===== config.mk =====
export PLATFORM = sky130hd
export DESIGN_NAME = alu_sched
export DESIGN_NICKNAME = d
export VERILOG_FILES = /design/src/rtl/alu_sched.sv
export SDC_FILE = /design/constraint.sdc
export NUM_CORES = 1
export LEC_CHECK = 0
export CAP_MARGIN = 20
export CORE_AREA = 10 10 195 197
export CTS_CLUSTER_DIAMETER = 50
export CTS_CLUSTER_SIZE = 8
export DETAILED_ROUTE_END_ITERATION = 10
export DIE_AREA = 0 0 205 207
export GPL_TIMING_DRIVEN = 0
export PLACE_DENSITY_LB_ADDON = 0.12
export SETUP_SLACK_MARGIN = 0.2
export SLEW_MARGIN = 20
export SYNTH_ARGS = -nofsm -noshare
export SYNTH_HDL_FRONTEND = slang
export SYNTH_SLANG_ARGS = --single-unit

===== constraint.sdc =====
create_clock -name clk -period 2.1 [get_ports clk]
set_clock_uncertainty 0.15 [all_clocks]
set_input_delay 0.315 -clock clk [delete_from_list [all_inputs] [get_ports clk]]
set_output_delay 0.315 -clock clk [all_outputs]
set_load 0.01 [all_outputs]

===== src/rtl/alu_sched.sv =====
// Two-requester round-robin scheduler sequencing multi-word ops through one shared Alu.
// Optional busy-cycle counter on stat_busy enabled by defining ALU_SCHED_STATS_EN.
module alu_sched #(
    parameter int NWORDS = 2,
    parameter int LENW   = 3
) (
    input  logic                   clk,
    input  logic                   rst_n,
    input  logic                   r0_req_valid,
    output logic                   r0_req_ready,
    input  logic [3:0]             r0_req_op,
    input  logic [LENW-1:0]        r0_req_len,
    input  logic [32*NWORDS-1:0]   r0_req_a,
    input  logic [32*NWORDS-1:0]   r0_req_b,
    output logic                   r0_rsp_valid,
    input  logic                   r0_rsp_ready,
    input  logic                   r1_req_valid,
    output logic                   r1_req_ready,
    input  logic [3:0]             r1_req_op,
    input  logic [LENW-1:0]        r1_req_len,
    input  logic [32*NWORDS-1:0]   r1_req_a,
    input  logic [32*NWORDS-1:0]   r1_req_b,
    output logic                   r1_rsp_valid,
    input  logic                   r1_rsp_ready,
    output logic [32*NWORDS-1:0]   rsp_z,
    output logic [3:0]             rsp_flags,
    output logic [31:0]            alu_a,
    output logic [31:0]            alu_b,
    output logic [31:0]            alu_di,
    output logic [3:0]             alu_inst,
    output logic                   alu_ci,
    output logic                   alu_first,
    input  logic [31:0]            alu_z,
    input  logic [3:0]             alu_flags,
    output logic [31:0]            stat_busy
);

    // state | meaning
    // IDLE  | waiting for a request; arbitration and grant happen here
    // RUN   | one operand word per cycle through the Alu, word k = 0..len-1
    // DONE  | result held for the owner until its rsp_ready
    typedef enum logic [1:0] {IDLE, RUN, DONE} state_t;

    localparam int W = 32 * NWORDS;

    state_t              state, state_nxt;
    logic                last_grant;
    logic                owner;
    logic [3:0]          op_q;
    logic [LENW-1:0]     len_q;
    logic [LENW-1:0]     k;
    logic [W-1:0]        a_q, b_q, z_q;
    logic                carry_q, zero_acc, ovf_q;
    logic                gnt0, gnt1, grant;
    logic [LENW-1:0]     len_sel, len_norm;
    logic [31:0]         a_word, b_word;
    logic                last_word;
    logic                unused_flag;

    assign unused_flag = alu_flags[3];

    // last_grant == 1 means r1 was served last, so r0 wins a tie
    assign gnt0  = r0_req_valid & (~r1_req_valid | last_grant);
    assign gnt1  = r1_req_valid & (~r0_req_valid | ~last_grant);
    assign grant = (state == IDLE) & (gnt0 | gnt1);

    assign len_sel   = gnt1 ? r1_req_len : r0_req_len;
    assign last_word = (k == len_q - LENW'(1));

    always_comb begin
        len_norm = len_sel;
        if (len_sel == '0)
            len_norm = LENW'(1);
        else if (len_sel > LENW'(NWORDS))
            len_norm = LENW'(NWORDS);
    end

    always_comb begin
        a_word = '0;
        b_word = '0;
        for (int i = 0; i < NWORDS; i++) begin
            if (k == LENW'(i)) begin
                a_word = a_q[i*32 +: 32];
                b_word = b_q[i*32 +: 32];
            end
        end
    end

    always_ff @(posedge clk or negedge rst_n) begin
        if (!rst_n)
            state <= IDLE;
        else
            state <= state_nxt;
    end

    always_comb begin
        state_nxt    = state;
        r0_req_ready = 1'b0;
        r1_req_ready = 1'b0;
        r0_rsp_valid = 1'b0;
        r1_rsp_valid = 1'b0;
        rsp_flags    = 4'h0;
        alu_a        = '0;
        alu_b        = '0;
        alu_inst     = 4'h0;
        alu_ci       = 1'b0;
        alu_first    = 1'b0;
        case (state)
            IDLE: begin
                r0_req_ready = gnt0;
                r1_req_ready = gnt1;
                if (gnt0 | gnt1)
                    state_nxt = RUN;
            end
            RUN: begin
                alu_a     = a_word;
                alu_b     = b_word;
                alu_inst  = op_q;
                alu_first = (k == '0);
                alu_ci    = (k == '0) ? 1'b0 : carry_q;
                if (last_word)
                    state_nxt = DONE;
            end
            DONE: begin
                rsp_flags    = {1'b0, zero_acc, carry_q, ovf_q};
                r0_rsp_valid = ~owner;
                r1_rsp_valid = owner;
                if (owner ? r1_rsp_ready : r0_rsp_ready)
                    state_nxt = IDLE;
            end
            default: state_nxt = IDLE;
        endcase
    end

    always_ff @(posedge clk or negedge rst_n) begin
        if (!rst_n) begin
            last_grant <= 1'b1;
            owner      <= 1'b0;
            op_q       <= 4'h0;
            len_q      <= '0;
            k          <= '0;
            a_q        <= '0;
            b_q        <= '0;
            z_q        <= '0;
            carry_q    <= 1'b0;
            zero_acc   <= 1'b0;
            ovf_q      <= 1'b0;
        end else if (grant) begin
            last_grant <= gnt1;
            owner      <= gnt1;
            op_q       <= gnt1 ? r1_req_op : r0_req_op;
            len_q      <= len_norm;
            a_q        <= gnt1 ? r1_req_a : r0_req_a;
            b_q        <= gnt1 ? r1_req_b : r0_req_b;
            z_q        <= '0;
            zero_acc   <= 1'b1;
            k          <= '0;
        end else if (state == RUN) begin
            for (int i = 0; i < NWORDS; i++) begin
                if (k == LENW'(i))
                    z_q[i*32 +: 32] <= alu_z;
            end
            carry_q  <= alu_flags[1];
            zero_acc <= zero_acc & alu_flags[2];
            ovf_q    <= alu_flags[0];
            if (!last_word)
                k <= k + LENW'(1);
        end
    end

    assign rsp_z  = z_q;
    assign alu_di = '0;

`ifdef ALU_SCHED_STATS_EN
    logic [31:0] busy_cnt;

    always_ff @(posedge clk or negedge rst_n) begin
        if (!rst_n)
            busy_cnt <= '0;
        else if (state == RUN && busy_cnt != 32'hFFFF_FFFF)
            busy_cnt <= busy_cnt + 32'd1;
    end

    assign stat_busy = busy_cnt;
`else
    assign stat_busy = '0;
`endif

endmodule


==> flow_metrics.tcl, run 1 <==
set metrics [dict create \
    finalHoldViolCount 0 \
    fill_cells 3055 \
    synth-edff-count 0 \
    final_area_um2 19100 \
    cp-startpoint "state[0]" \
    dpl_cell_area_um2 15900 \
    cp_max_fo 8 \
    r2r_start "state[1]" \
    avgRoutedWirePerCell_um 21.5 \
    final_antenna_net_count 0 \
    drc_errors 0 \
    synth_cell_type_count 40 \
    ir_drop_mv 0.532 \
    ys.flop_type "dfrtp_1" \
    track_usage_pct 20.2 \
    routed_wirelength_um 46600 \
    multi_input_area_um2 5150 \
    core.rowCount 68 \
    drt_iter0_drc 439 \
    areaGrowthSynthToFinish_pct 81.7 \
    path_cells "nor2b_4 -> buf_6 -> and3_4 -> buf_12 -> buf_12 -> clkbuf_16 -> a22o_1 -> buf_6" \
    postSynth.asyncResetShare_pct 100 \
    tightest_slew_ps 713 \
    required_ps 1630 \
    via_count 10100 \
    grt_antenna_before_repair 3 \
    p_per_area_nw_per_um2 1320 \
    globalplace.congestion 0.808 \
    status "finished, violations left" \
    start_util_pct 30.8 \
    syn_area_um2 10500 \
    gr-total-overflow 0 \
    clkLatencyLatePin_ps 490 \
    worstReg2RegEnd "rsp_z[55]" \
    hold_path_class "input port to register" \
    slew_violations 0 \
    violations "setup timing" \
    max_slew_margin_pct 52.5 \
    synth_area_per_cell_um2 9.76 \
    clkTransAtPathRegs_ps 50 \
    critPathKind "register to primary output" \
    die_w_um 205 \
    max_clock_freq_mhz 388 \
    rsz0062_at_grt "true" \
    max_cap_violations 0 \
    layout.nets 2009 \
    cp-end-kind "primary output" \
    die_y_um 207 \
    grt_pass1_vias 10700 \
    portBuffers 449 \
    via_per_inst 4.65 \
    io_pins 518 \
    numClockSinks 209 \
    cts_max_level 2 \
    slowest_stage "dfrtp_1" \
    seq_area_frac_synth_pct 49.8 \
    clock_path_buffers 3 \
    num_antenna_cells 0 \
    fin_cells 2163 \
    reg2reg_setup_slack_ps 80 \
    hpwl_um 34500 \
    firstDrtPassIters 4 \
    core_area_um2 34100 \
    placed_cells 2047 \
    cts_root_buf "clkbuf_16" \
    cp-start-kind "register" \
    cts_tree "done" \
    syn_inst 1077 \
    period_share_pct 123 \
    ff_latch_area_um2 5230 \
    setup_violations 69 \
    die_area_um2 42400 \
    arrival_ps 2110 \
    grt_start_max_net_pins 85 \
    worst_slack_ps -477 \
    yosys_warnings 0 \
    p_leak_nw 8.81 \
    holdWs_ps 208 \
    ys_ff_latch 209 \
    drive_gt1_share_pct 29.2 \
    reg2regPathDepth 11 \
    fin_crit_ps 2580 \
    finalPower_mw 25.2 \
    max_stage_delay_ps 370 \
    grt_pass1_wl_um 66400 \
    crit_end "alu_a[27]" \
    numCtsBuffers 36 \
]
-- worst max-delay path, delay by kind of cell (launching register included) --
family,cells,cell delay [ps]
buf+inv,5,700
flops,1,370
compound gates,1,220
simple gates,2,300
-- worst min-delay path by stage --
stage	startpoint	end	slack [ps]	cells past startpoint
CTS	alu_flags[1]	carry_q	180	3
detailed placement	rst_n	rsp_z[59]	220	1
global placement	ovf_q	ovf_q	300	2
global route	alu_flags[1]	carry_q	210	3
finish	alu_flags[1]	carry_q	210	3
floorplan	rst_n	a_q[0]	-130	0
-- where the power goes --
part / switching [mW] / internal (mW) / leakage (nW) / total [mW]
clock network: 1.92 / 3.46 / 0.532 / 5.38
registers: 1.15 / 5.81 / 2.66 / 6.96
logic: 6.19 / 6.70 / 5.62 / 12.9
-- metal layers --
| metal | GRT usage (%) | up-vias | part of all wire [%] |
|---|---|---|---|
| li1 | - | 4804 | - |
| met1 | 23.8 | 4856 | 40 |
| met2 | 35.0 | 344 | 51 |
| met3 | 6.26 | 53 | 7.9 |
| met4 | 4.37 | 6 | 1.6 |
| met5 | 0 | - | 0.11 |
-- sequential cells by signal (all words and copies together) (netlist names), 2 cells and up --
register	flops
len_q	3
state	2
rsp_z	64
k	3
a_q	64
op_q	4
b_q	64
-- synthesized netlist by cell type (all sizes together), types with 3 or more instances --
cell type | count | area, um2
inv | 8 | 30.0
nand2 | 273 | 1020
ha | 4 | 50.1
nand3 | 3 | 20.0
nor2 | 6 | 30.0
mux2i | 132 | 1320
o21ai | 136 | 684
buf | 121 | 893
clkbuf | 22 | 93.8
a22o | 64 | 561
nand2b | 4 | 25.0
a21oi | 67 | 335
and2 | 9 | 56.3
nor2b | 3 | 21.3
dfrtp | 208 | 5200
-- kinds of logic after synthesis --
kind of cell,after synthesis,synth area share [%]
adders and majority gates,4,0.476
other,1,0.0357
xor gates and xnor gates,3,0.381
and+or+nand+nor,302,11.5
buffers and inverters,151,9.68
AOI/OAI and AO/OA,274,15.5
muxes,133,12.7
DFF,209,49.8
-- metrics by stage --
step	setup slack [ps]	util, %	TNS (ps)
floorplan	184	-	0
global placement	-8830	46.4	-1939700
detailed placement	-881	46.5	-108840
CTS	-526	51.8	-28850
global route	-546	56.0	-30640
finish	-477	56.0	-25520
-- timing repair --
action,in CTS,in global routing
setup buffers,25,12
hold buffers,1,0
gates cloned,7,18
pin swaps,31,38
setup endpoints to repair,259,297
gates resized for setup,474,436
hold endpoints to repair,82,0
-- layout by cell type (no fill, tap or decap), types with 25 or more instances in the layout --
| cell | n |
|---|---|
| a22o_1 | 61 |
| nand2_1 | 188 |
| nand2_4 | 25 |
| buf_4 | 95 |
| mux2i_1 | 130 |
| a21oi_1 | 50 |
| o21ai_1 | 98 |
| buf_6 | 82 |
| conb_1 | 65 |
| dfrtp_1 | 206 |
| clkdlybuf4s50_1 | 349 |
| o21ai_2 | 28 |
| clkbuf_16 | 56 |
| nand2_2 | 60 |
-- final cells by class --
cell class	count	share of cell area (%)
repair buffers	514	29.3
flip-flops and latches	209	27.4
multi-input cells	781	27.0
plain buffers	143	7.45
clock buffers	45	5.27
well taps	455	2.98
clock inverters	8	0.445
inverters	8	0.183
No activity file was read; power rests on OpenSTA's default activity.
==> run 2: changes to the inputs <==
TNS_END_PERCENT = 50   (was not set)
==> run 2 against run 1 <==
- the run still ends with setup timing left
- core utilization fell by 4.4 points
- wire length fell by 4.5%
- register-to-register slack got worse by 120 ps
- non-clock buffer count fell by 31
- first-iteration DRC count fell by 5.5%
- final cell count fell by 1.5%
- hold slack improved by 16 ps
- sequential cell count did not move
- clock power fell by 2%
==> flow_metrics.tcl, run 2 (same netlist as run 1, synthesis figures left out) <==
set metrics [dict create \
    p_per_area_nw_per_um2 1260 \
    grt_pass1_vias 10300 \
    intPower_mw 14.2 \
    setup_violations 100 \
    layout.cells.most_common_list "clkdlybuf4s50_1, nand2_1, dfrtp_1, mux2i_1, o21ai_0" \
    layout.nets 1976 \
    worst_slack_ps -505 \
    grt_start_max_net_pins 85 \
    arrival_ps 2140 \
    core.rowCount 68 \
    tightest_slew_ps 582 \
    grt_pass1_wl_um 65000 \
    final_area_um2 17600 \
    cts_max_level 2 \
    numClockSinks 209 \
    clock_path_buffers 3 \
    slew_violations 0 \
    seqPwrFrac_pct 30.6 \
    p_clk_share_pct 23.9 \
    slowest_stage "dfrtp_2" \
    firstDrtPassIters 4 \
    fin_crit_ps 2610 \
    cp-start-kind "register" \
    ir_drop_mv 0.556 \
    clkTransAtPathRegs_ps 50 \
    dpl_cell_area_um2 15900 \
    period_share_pct 124 \
    io_pins 518 \
    holdWs_ps 224 \
    final_antenna_net_count 0 \
    die_y_um 207 \
    tns_ps -28790 \
    fill_cells 3252 \
    cts_root_buf "clkbuf_16" \
    fin_cells 2131 \
    via_count 9784 \
    placed_cells 2047 \
    clkLatencyLatePin_ps 490 \
    core_area_um2 34100 \
    status "finished, violations left" \
    cp_top_family "buffers and inverters" \
    reg2reg_setup_slack_ps -40 \
    critPathKind "register to primary output" \
    cts_tree "done" \
    combPwrFrac_pct 45.5 \
    max_stage_delay_ps 440 \
    final_common_cell "clkdlybuf4s50_1" \
    track_usage_pct 19.8 \
    die_area_um2 42400 \
    start_util_pct 30.8 \
    max_slew_margin_pct 61.2 \
    swShare_pct 36.1 \
    grt_antenna_before_repair 5 \
    areaGrowthSynthToFinish_pct 67.4 \
    finalPower_mw 22.2 \
    die_w_um 205 \
    drive_gt1_share_pct 18.5 \
    drc_errors 0 \
    routed_wirelength_um 44500 \
    crit_buf_inv 4 \
    cp-end-kind "primary output" \
    gr-total-overflow 0 \
    drt_iter0_drc 415 \
    p_leak_nw 8.00 \
    globalplace.congestion 0.786 \
    p_sw_mw 8.01 \
    path_cells "nor2b_4 -> buf_6 -> nand3_4 -> nor2_4 -> buf_12 -> buf_8 -> a22o_1 -> clkdlybuf4s15_2" \
    via_per_inst 4.59 \
    hold_path_class "input port to register" \
    avgRoutedWirePerCell_um 20.9 \
    max_cap_violations 0 \
    violations "setup timing" \
    numCtsBuffers 34 \
    cp_max_fo 10 \
    finalHoldViolCount 0 \
    hpwl_um 34500 \
    required_ps 1630 \
    max_clock_freq_mhz 384 \
    portBuffers 449 \
    rsz0062_at_grt "true" \
]
## run 2: cell count changes in the layout (fill, tap and decap cells not counted), moves of 12 or more
cell and delta:
buf_12 -13, buf_6 -27, clkdlybuf4s50_1 +23, dlygate4sd2_1 -18
clkbuf_16 -14, nand2_4 -25, clkbuf_1 +20, nand2_1 +84
o21ai_0 +99, nand2_2 -59, o21ai_1 -71, o21ai_2 -27
buf_2 +12
## run 2: what timing repair did
action                     in CTS  in global routing
resized for setup             320                116
setup buffers                   9                 17
setup endpoints to repair     243                310
pin swaps                       6                 11
gates cloned                    0                  5
hold endpoints to repair       61                  0
hold buffers                    1                  0
## run 2: through the flow
stage               utilization (%)  setup WS (ps)
global placement               46.4          -8780
global route                   51.6           -593
detailed placement             46.5           -843
CTS                            50.2           -574
finish                         51.6           -505
floorplan                         -            184
## run 2: worst min-delay path: stages
cell and delay (ps):
clkdlybuf4s50_1 410, nand2_1 60, nand2_1 40
## run 2: path summary, 6_finish.rpt
path	end	cells past startpoint	startpoint
worst min-delay path	carry_q	3	alu_flags[1]
max in group asynchronous	rsp_z[46]	3	rst_n
worst min register to register	last_grant	2	last_grant
worst max-delay path	alu_a[21]	8	state[1]
worst max register to register	rsp_z[35]	12	k[1]
min in group asynchronous	b_q[38]	2	rst_n
## run 2: per-layer routing
layer / up-vias / part of all wire, % / GRT usage, %
li1: 4720 / - / -
met1: 4694 / 41 / 23.5
met2: 317 / 50 / 34.0
met3: 49 / 7.6 / 6.27
met4: 4 / 1.5 / 4.62
met5: - / 0.081 / 0
## run 2: area by class of cell
cell class / count / area (um2) / area share (%)
multi-input combinational: 781 / 4640 / 26.4
clock buffer: 46 / 990 / 5.63
sequential: 209 / 5230 / 29.7
tap: 455 / 569 / 3.24
clock inverter: 3 / 65.1 / 0.370
antenna: 3 / 7.51 / 0.0427
timing repair buffer: 483 / 4910 / 27.9
buffer: 143 / 1140 / 6.46
inverter: 8 / 37.5 / 0.213
## run 2: power by group through the flow
stage / clock [mW] / sequential [mW] / combinational (mW)
floorplan: 0 / 6.76 / 4.73
global placement: 0 / 6.78 / 9.09
detailed placement: 0 / 6.82 / 9.20
CTS: 5.39 / 6.76 / 9.45
global route: 5.60 / 7.01 / 11.1
finish: 5.29 / 6.79 / 10.1
